## config.mk

```make
export PLATFORM = sky130hd
export DESIGN_NAME = mode_sequencer
export DESIGN_NICKNAME = d
export VERILOG_FILES = /design/src/rtl/mode_pkg.sv /design/src/rtl/edge_rise.sv /design/src/rtl/mode_sequencer.sv
export SDC_FILE = /design/constraint.sdc
export NUM_CORES = 1
export LEC_CHECK = 0
export CORE_AREA = 2 2 54 56
export CTS_BUF_LIST = sky130_fd_sc_hd__clkbuf_8 sky130_fd_sc_hd__clkbuf_16
export DETAILED_ROUTE_END_ITERATION = 12
export DIE_AREA = 0 0 56 58
export REMOVE_ABC_BUFFERS = 1
export SYNTH_ARGS = -nofsm -noshare
export SYNTH_HDL_FRONTEND = slang
export SYNTH_SLANG_ARGS = --single-unit
```

## constraint.sdc

```tcl
create_clock -name CLK -period 2.3 [get_ports CLK]
set_input_delay 0.69 -clock CLK [delete_from_list [all_inputs] [get_ports CLK]]
set_output_delay 0.69 -clock CLK [all_outputs]
set_load 0.005 [all_outputs]
```

## src/rtl/mode_pkg.sv

```systemverilog
// Shared types and helpers for the mode sequencer: per-cycle command encoding and
// the encoded-width rule used for both the mode and the timer.
package mode_pkg;

    typedef enum logic [1:0] {
        CMD_HOLD,
        CMD_ADV,
        CMD_RET,
        CMD_TIMEOUT
    } mode_cmd_t;

    // Width needed to encode n distinct values, never less than one bit.
    function automatic int mode_width(input int n);
        return (n <= 2) ? 1 : $clog2(n);
    endfunction

endpackage

```

## src/rtl/edge_rise.sv

```systemverilog
// Rising-edge detector for a level input. The history register resets to RESET_VAL,
// so a level already high at reset release is not seen as an edge.
module edge_rise #(
    parameter logic RESET_VAL = 1'b0
) (
    input  logic CLK,
    input  logic reset,
    input  logic d,
    output logic rise
);

    logic d_reg;

    always_ff @(posedge CLK or posedge reset) begin
        if (reset) begin
            d_reg <= RESET_VAL;
        end else begin
            d_reg <= d;
        end
    end

    assign rise = d & ~d_reg;

endmodule

```

## src/rtl/mode_sequencer.sv

```systemverilog
// Mode sequencer: P edges step through NUM_MODES modes, R edges or an inactivity
// timeout return to mode 0. Every output is a register, none are decoded from M.
module mode_sequencer
    import mode_pkg::*;
#(
    parameter int NUM_MODES      = 4,
    parameter int TIMEOUT_CYCLES = 16,
    parameter int WRAP           = 1,
    localparam int MW            = mode_width(NUM_MODES)
) (
    input  logic                 CLK,
    input  logic                 reset,
    input  logic                 P,
    input  logic                 R,
    input  logic                 lock,
    output logic [MW-1:0]        M,
    output logic [NUM_MODES-1:0] M_onehot,
    output logic                 active,
    output logic                 changed,
    output logic                 timeout
);

    localparam int TW = mode_width(TIMEOUT_CYCLES + 1);
    localparam logic [MW-1:0] LAST_MODE  = MW'(NUM_MODES - 1);
    localparam logic [TW-1:0] TIMER_LAST = TW'((TIMEOUT_CYCLES == 0) ? 0 : TIMEOUT_CYCLES - 1);

    logic                 p_edge;
    logic                 r_edge;
    logic                 expire;
    mode_cmd_t            cmd;
    logic [MW-1:0]        mode_reg,    mode_next;
    logic [TW-1:0]        timer_reg,   timer_next;
    logic [NUM_MODES-1:0] onehot_reg,  onehot_next;
    logic                 active_reg;
    logic                 changed_reg;
    logic                 timeout_reg;

    edge_rise #(.RESET_VAL(1'b1)) u_p_rise (.CLK(CLK), .reset(reset), .d(P), .rise(p_edge));
    edge_rise #(.RESET_VAL(1'b1)) u_r_rise (.CLK(CLK), .reset(reset), .d(R), .rise(r_edge));

    assign expire = (TIMEOUT_CYCLES != 0) && (mode_reg != '0) && (timer_reg == TIMER_LAST);

    // Lock maps to HOLD here; the next-state logic additionally freezes the timer.
    always_comb begin
        cmd = CMD_HOLD;
        if (!lock) begin
            if (r_edge)      cmd = CMD_RET;
            else if (p_edge) cmd = CMD_ADV;
            else if (expire) cmd = CMD_TIMEOUT;
        end
    end

    always_comb begin
        mode_next  = mode_reg;
        timer_next = timer_reg;
        if (!lock) begin
            case (cmd)
                CMD_ADV: begin
                    if (mode_reg != LAST_MODE) mode_next = mode_reg + MW'(1);
                    else if (WRAP != 0)        mode_next = '0;
                    timer_next = '0;
                end
                CMD_RET, CMD_TIMEOUT: begin
                    mode_next  = '0;
                    timer_next = '0;
                end
                default: begin
                    timer_next = (mode_reg != '0) ? timer_reg + TW'(1) : '0;
                end
            endcase
        end
    end

    for (genvar gi = 0; gi < NUM_MODES; gi++) begin : g_onehot
        assign onehot_next[gi] = (mode_next == MW'(gi));
    end

    always_ff @(posedge CLK or posedge reset) begin
        if (reset) begin
            mode_reg    <= '0;
            timer_reg   <= '0;
            onehot_reg  <= NUM_MODES'(1);
            active_reg  <= 1'b0;
            changed_reg <= 1'b0;
            timeout_reg <= 1'b0;
        end else begin
            mode_reg    <= mode_next;
            timer_reg   <= timer_next;
            onehot_reg  <= onehot_next;
            active_reg  <= (mode_next != '0);
            changed_reg <= (mode_next != mode_reg);
            timeout_reg <= (cmd == CMD_TIMEOUT);
        end
    end

    assign M        = mode_reg;
    assign M_onehot = onehot_reg;
    assign active   = active_reg;
    assign changed  = changed_reg;
    assign timeout  = timeout_reg;

endmodule

```

[After elaboration in Yosys (flattened, before gate mapping)]
Cells that the tools add are included.
Storage, ports and cells
  register bits after elaboration: 16
  bits of input ports: 5
  output and inout bits: 9
Cells by class
  add/subtract/negate cells: 2
  equality and inequality tests: 9
  muxes and demuxes: 9
  bitwise gates (word level): 4
  reduce and logical (&&, ||, !) cells: 6
Operators with widths (number)
  $mux W2: 6
  $mux W5: 2
  $eq A2 B2 Y1 const B: 4
  $add A5 B1 Y5 const B: 1
  $eq A5 B4 Y1 const B: 1
  $eq A2 B1 Y1 const B: 2
  $pmux W2 S2: 1
  $reduce_bool A2 Y1: 2
  $reduce_or A3 Y1: 1
  $add A2 B1 Y2 const B: 1
  $and A1 B1 Y1: 2
  $logic_not A2 Y1: 1
  $ne A2 B2 Y1: 1
  $ne A2 B2 Y1 const B: 1
  $not A1 Y1: 2
  $reduce_or A2 Y1: 1
  $logic_and A1 B1 Y1: 1

[Logic depth before layout (Yosys ltp)]
Gate-level depths: netlist of the first run.
  depth in word-level cells: 11
  depth in mapped cells: 7

[Cells and area by module]
A second synthesis of the first run with hierarchy kept.
Second synthesis, totals
  cells, all modules: 74
  area total of the unflattened synthesis: 797.0 µm²
By module, submodules not included
  mode_sequencer: instances 1, cells an instance 68, area each 709.4 µm², sequential area each 351.6 µm²
  edge_rise: instances 2, cells an instance 3, area each 43.8 µm², sequential area each 26.3 µm²

[Worst setup path before layout of the first run]
No wires, ideal clock.
  path kind: register to register
  from: register timer_reg[0]
  to: register timer_reg[2]
  setup time: 64 ps
  data arrival time: 1939 ps
  required time: 2236 ps
  setup slack: 297 ps
  cell stages (with the launch flop): 8
  buffers on the path: 1
  clock period less this slack: 2003 ps
  cells stage by stage: dfrtp_1 > ha_1 > and3_1 > ha_1 > or4_4 > buf_6 > nor4b_4 > a211o_1
Between the ends
  cells in the longest elaborated chain, start to end: 9
  elaborated cells between the ends (all ways): 13
Ends and longest elaborated chain
  from (decl): line mode_sequencer.sv:32  | logic [TW-1:0] timer_reg, timer_next;
  from (signal assigned): line mode_sequencer.sv:88  | timer_reg <= timer_next;
  $eq A5 B4 Y1: line mode_sequencer.sv:41  | assign expire = (TIMEOUT_CYCLES != 0) && (mode_reg != '0) && (timer_reg == TIMER_LAST);
  $logic_and A1 B1 Y1: line mode_sequencer.sv:41
  $mux W2: line mode_sequencer.sv:49  | else if (expire) cmd = CMD_TIMEOUT;
  $mux W2: line mode_sequencer.sv:48  | else if (p_edge) cmd = CMD_ADV;
  $mux W2: line mode_sequencer.sv:47  | if (r_edge) cmd = CMD_RET;
  $mux W2: line mode_sequencer.sv:46  | if (!lock) begin
  $eq A2 B2 Y1 / $eq A2 B1 Y1 (equally long branches): line mode_sequencer.sv:57  | case (cmd)
  $reduce_or A3 Y1 (no line)
  $mux W5 (*): line mode_sequencer.sv:57
Mark *: on every way between the ends. The rest lies on a longest branch, timed or not.
A chain may end at the register's enable or synchronous reset.

[Final worst setup path of the first run]
Same ends and word-level chain as after synthesis.

==> results of run 1 <==
cells in the final DEF, fill, tap and decap left out, drive strengths merged:
| cell | Yosys | layout |
|---|---|---|
| nor2b | 2 | 2 |
| or3 | 2 | 2 |
| clkbuf | 1 | 3 |
| o22a | 1 | 1 |
| dfrtp | 13 | 13 |
| or4 | 1 | 1 |
| nand4b | 1 | 1 |
| o21ai | 1 | 1 |
| inv | 4 | 5 |
| a31oi | 1 | 1 |
| nor3b | 1 | 1 |
| a211o | 1 | 1 |
| nand2b | 3 | 3 |
| nor3 | 2 | 2 |
| o31ai | 1 | 1 |
| nor4b | 1 | 1 |
| a21o | 2 | 2 |
| clkdlybuf4s50 | 0 | 13 |
| ha | 4 | 4 |
| buf | 2 | 2 |
| nand2 | 8 | 8 |
| o22ai | 2 | 2 |
| a21boi | 1 | 1 |
| or2b | 1 | 1 |
| nor4 | 1 | 1 |
| and3 | 1 | 1 |
| a31o | 1 | 1 |
| a21oi | 4 | 4 |
| dfstp | 3 | 3 |
| nor2 | 4 | 4 |
| nand3 | 2 | 2 |
| o32ai | 2 | 2 |
layout make-up:
| type | count | area [µm²] |
|---|---|---|
| multi-input cells | 51 | 358 |
| clock inverters | 1 | 3.75 |
| inverters | 4 | 15.0 |
| well taps | 31 | 38.8 |
| flip-flops and latches | 16 | 404 |
| clock buffers | 3 | 41.3 |
| repair buffers | 15 | 145 |
| fillers | 274 | 1660 |
kinds of logic (layout without fill, tap and decap cells):
| logic type | Yosys count | count (layout) | share of synthesized area |
|---|---|---|---|
| compound gates | 17 | 17 | 0.148 |
| simple gates | 30 | 30 | 0.239 |
| flops | 16 | 16 | 0.507 |
| buf+inv | 7 | 23 | 0.0439 |
| fa+ha+maj | 4 | 4 | 0.0628 |
worst min-delay path by stage:
stage / from / endpoint
floorplan: timer_reg[4]$_DFFE_PP0N_ / timer_reg[4]$_DFFE_PP0N_
global placement: timer_reg[4]$_DFFE_PP0N_ / timer_reg[4]$_DFFE_PP0N_
detailed placement: timer_reg[4]$_DFFE_PP0N_ / timer_reg[4]$_DFFE_PP0N_
CTS: timer_reg[4]$_DFFE_PP0N_ / timer_reg[4]$_DFFE_PP0N_
global route: timer_reg[4]$_DFFE_PP0N_ / timer_reg[4]$_DFFE_PP0N_
finish: timer_reg[4]$_DFFE_PP0N_ / timer_reg[4]$_DFFE_PP0N_
worst register-to-register path, delay by kind of cell (launching register included):
kind | cells | cell delay, ps
fa+ha+maj | 2 | 440
simple gates | 3 | 1030
compound gates | 1 | 120
flops | 1 | 410
through the flow:
step / util / setup slack [ps]
6_report: 0.378 / 248
5_1_grt: 0.378 / 153
4_1_cts: 0.378 / 236
3_5_place_dp: 0.361 / 51.0
3_3_place_gp: 0.361 / 67.8
2_1_floorplan: - / 363
power groups by stage:
stage	clock network [mW]	logic [mW]	registers, mW
2_1_floorplan	0	0.0894	0.349
3_3_place_gp	0	0.175	0.349
3_5_place_dp	0	0.177	0.349
4_1_cts	0.223	0.178	0.344
5_1_grt	0.236	0.196	0.350
6_report	0.212	0.176	0.344
layer usage:
layer / share of wire / routed length [µm] / up-vias / GRT usage
met5: 0 / 0 / - / 0
met4: 0.027 / 39 / 0 / 0.0714
met3: 0.038 / 56 / 5 / 0.0246
met2: 0.43 / 633 / 12 / 0.146
met1: 0.50 / 729 / 275 / 0.132
li1: - / - / 299 / -
==> flow_metrics.tcl, run 1 <==
set metrics [dict create \
    skew_ps 6.01 \
    cts_tree "built" \
    critical-path-max-stage-delay_ps 570 \
    gp_congestion 0.846 \
    synthFlopType "dfrtp_1" \
    num_rows 19 \
    rrSetupSlack_ps 250 \
    grt_max_degree 17 \
    maxCapViolCount 0 \
    fin_cells 121 \
    root_buffer "clkbuf_8" \
    fin_crit_ps 2050 \
    synth_area_um2 797 \
    power_mw 0.733 \
    p_int_mw 0.533 \
    drive_gt1_frac 0.156 \
    status "finished clean" \
    hold_depth 2 \
    p_per_area_mw_per_mm2 729 \
    r2r-end "timer_reg[2]$_DFFE_PP0N_" \
    cts_resized 0 \
    critPathLaunchType "flip-flop" \
    critPathRequiredTime_ps 2490 \
    core_area_mm2 0.00266 \
    swShare 0.272 \
    yosys-top-cells-area "dfrtp_1 41%, dfstp_2 9.9%, ha_1 6.3%, nand2_1 3.8%, nor4b_4 3.0%" \
    routed-via-count 591 \
    synthDominantCellAreaShare 0.408 \
    async_flop_share 1.00 \
    cpMostUsedCell "ha_1" \
    worstSetupPathType "reg2reg" \
    place_area_um2 961 \
    grt_setup_unrepaired "no" \
    via_per_inst 4.88 \
    p_comb_frac 0.240 \
    track_usage 0.101 \
    hold_path.class "reg2reg" \
    synth_edf_count 0 \
    p_leak_nw 0.454 \
    first_pass_iters 4 \
    numCtsBuffers 3 \
    crit_cells 6 \
    synth_top_area_cell "dfrtp_1" \
    cts_setup_buffers 0 \
    io_buffers 13 \
    reg2reg_from "timer_reg[0]$_DFFE_PP0N_" \
    ir_worst_vdd_v 0.000381 \
    period_share 0.892 \
    synth_common_cells "13 x dfrtp_1, 8 x nand2_1" \
    syn2layout_area_growth_pct 26.2 \
    num-nets-final 100 \
    drcViolationCount 0 \
    p_sw_mw 0.200 \
    timing.fmax_ghz 0.487 \
    cp.arrival_ps 2240 \
    pwr-share-clk 0.290 \
    synth_seq_cells 16 \
    hold_violations 0 \
    yosysUniqueCellTypes 34 \
    start_util 0.299 \
    whs_ps 484 \
    slew_headroom 0.599 \
    ioPinCount 14 \
    path_clk_slew_ps 60 \
    yosys_warnings 0 \
    ctsHoldBuffers 0 \
    ant_nets 0 \
    die_y_um 58 \
    diodes 0 \
    htree_levels 1 \
    clock_path_buffers 2 \
    drt-wirelength-per-cell_um 12.0 \
    chipWidth_um 56 \
    clock_sink_count 16 \
    die_area_mm2 0.00325 \
    crit_chain "ha_1 -> and3_1 -> ha_1 -> or4_4 -> nor4b_4 -> a211o_1" \
    antenna_found_initial 0 \
    crit_end "timer_reg[2]$_DFFE_PP0N_" \
    stdcell_area_mm2 0.00101 \
    totalWireLength_mm 1.46 \
    grt_pass1_wl_mm 2.49 \
    dpl.cell_count 117 \
    slew_violations 0 \
    hpwlAfterDp_mm 1.05 \
    largest_reg_flops 5 \
    cp_num_buf_inv 0 \
    grt_pass1_vias 564 \
    clock_latency_ps 250 \
    endpoint_kind "flip-flop" \
    rr_worst_depth 6 \
    yosysSeqAreaShare 0.507 \
    syn_inst 74 \
    grt-ovfl-total 0 \
    synth_area_per_cell_um2 10.8 \
    setup-tns-final_ps 0 \
    path_max_fanout 6 \
    critPathSlowestCell "or4_4" \
    drt_iter0_drc 27 \
    tightest_slew_ps 601 \
    power_frac_seq 0.470 \
    setup_viol 0 \
    synth.most_common_cell "dfrtp_1" \
    cp_top_family "simple AND/OR/NAND/NOR gates" \
    startpoint "timer_reg[0]$_DFFE_PP0N_" \
]
No activity file was read; power rests on OpenSTA's default activity.
==> run 2: changes to the inputs <==
--- a/config.mk
+++ b/config.mk
@@ -5,10 +5,11 @@
 export SDC_FILE = /design/constraint.sdc
 export NUM_CORES = 1
 export LEC_CHECK = 0
-export CORE_AREA = 2 2 54 56
+export CORE_AREA = 2 2 43 45
 export CTS_BUF_LIST = sky130_fd_sc_hd__clkbuf_8 sky130_fd_sc_hd__clkbuf_16
 export DETAILED_ROUTE_END_ITERATION = 12
-export DIE_AREA = 0 0 56 58
+export DIE_AREA = 0 0 45 47
+export PLACE_DENSITY = 0.74
 export REMOVE_ABC_BUFFERS = 1
 export SYNTH_ARGS = -nofsm -noshare
 export SYNTH_HDL_FRONTEND = slang
==> flow_metrics.tcl, run 2 (synthesized netlist as in run 1, its figures left out) <==
set metrics [dict create \
    p_per_area_mw_per_mm2 763 \
    chipWidth_um 45 \
    slew_headroom 0.606 \
    io_buffers 13 \
    critPathLaunchType "flip-flop" \
    ir_worst_vdd_v 0.000417 \
    largest_reg_flops 5 \
    status "finished clean" \
    core_area_mm2 0.00165 \
    whs_ps 485 \
    drt_iter0_drc 10 \
    gp_congestion 0.787 \
    routed-via-count 586 \
    multi_input_area_um2 358 \
    ioPinCount 14 \
    grt_pass1_wl_mm 2.44 \
    setup-tns-final_ps 0 \
    totalWireLength_mm 1.40 \
    critPathRequiredTime_ps 2490 \
    num_rows 15 \
    numCtsBuffers 3 \
    period_share 0.897 \
    slew_violations 0 \
    nFillCells 149 \
    clock_latency_ps 250 \
    path_clk_slew_ps 60 \
    drive_gt1_frac 0.167 \
    die_area_mm2 0.00212 \
    diodes 0 \
    num-nets-final 100 \
    cp.arrival_ps 2250 \
    grt_pass1_vias 560 \
    power_mw 0.761 \
    clock_sink_count 16 \
    via_per_inst 5.48 \
    die_y_um 47 \
    place_area_um2 943 \
    timing.fmax_ghz 0.485 \
    grt_setup_unrepaired "no" \
    worstSetupPathType "reg2reg" \
    cts_resized 0 \
    hpwlAfterDp_mm 1.04 \
    p_leak_nw 0.456 \
    path_max_fanout 6 \
    fin_crit_ps 2060 \
    root_buffer "clkbuf_8" \
    syn2layout_area_growth_pct 25.3 \
    setup_viol 0 \
    htree_levels 1 \
    cts_tree "built" \
    tightest_slew_ps 590 \
    clock_path_buffers 2 \
    cts_setup_buffers 0 \
    first_pass_iters 4 \
    grt_max_degree 17 \
    track_usage 0.167 \
    hold_violations 0 \
    antenna_found_initial 0 \
    maxCapViolCount 0 \
    layout_common_cells "13 x dfrtp_1, 13 x clkdlybuf4s50_1, 8 x nand2_1" \
    grt-ovfl-total 0 \
    skew_ps 2.69 \
    drt-wirelength-per-cell_um 13.1 \
    ant_nets 0 \
    drcViolationCount 0 \
    endpoint_kind "flip-flop" \
    stdcell_area_um2 998 \
    hold_path.class "reg2reg" \
    ctsHoldBuffers 0 \
    start_util 0.483 \
    ff_latch_area_um2 404 \
]
-- run 2: cell count changes in the layout (fill, tap and decap cells not counted) --
cell,previous run,this run
inv_1,5,4
clkbuf_8,3,4
-- run 2: critical path: stages (launching register included) --
cell	delay, ps
dfrtp_1	410
ha_1	240
and3_1	190
ha_1	200
or4_4	570
nor4b_4	280
a211o_1	120
-- run 2: per-layer routing --
layer / share of wire / global-route usage / routed length, µm / vias up
li1: - / - / - / 297
met1: 0.45 / 0.221 / 631 / 271
met2: 0.49 / 0.246 / 685 / 13
met3: 0.041 / 0.0500 / 57 / 5
met4: 0.018 / 0.0882 / 25 / 0
met5: 0 / 0 / 0 / -
-- run 2: path summary, 6_finish.rpt --
path | startpoint | end | slack, ps | cells after the start
worst max-delay path | timer_reg[0]$_DFFE_PP0N_ | timer_reg[2]$_DFFE_PP0N_ | 240 | 6
worst min register to register | timer_reg[4]$_DFFE_PP0N_ | timer_reg[4]$_DFFE_PP0N_ | 490 | 2
worst max register to register | timer_reg[0]$_DFFE_PP0N_ | timer_reg[2]$_DFFE_PP0N_ | 240 | 6
min in group asynchronous | reset | timer_reg[2]$_DFFE_PP0N_ | 800 | 2
worst min-delay path | timer_reg[4]$_DFFE_PP0N_ | timer_reg[4]$_DFFE_PP0N_ | 490 | 2
max in group asynchronous | reset | M[1]$_DFF_PP0_ | 1110 | 2
-- run 2: metrics by stage --
stage / util / instances / setup WS (ps)
5_1_grt: 0.605 / 107 / 144
2_1_floorplan: - / 71 / 363
3_5_place_dp: 0.571 / 103 / 18.5
4_1_cts: 0.605 / 107 / 237
3_3_place_gp: 0.571 / 103 / 76.4
6_report: 0.605 / 107 / 237
-- run 2: final cells by class --
cell class              count  share of cell area
repair buffers             15               0.145
flip-flops and latches     16               0.405
multi-input cells          51               0.358
clock buffers               4              0.0551
inverters                   4              0.0150
well taps                  17              0.0213
-- run 2: report_power, final --
group	switching (mW)	leakage [nW]	internal (mW)	total [mW]
sequential	0.0250	0.207	0.319	0.344
combinational	0.0796	0.220	0.0964	0.176
clock	0.0900	0.0288	0.152	0.242
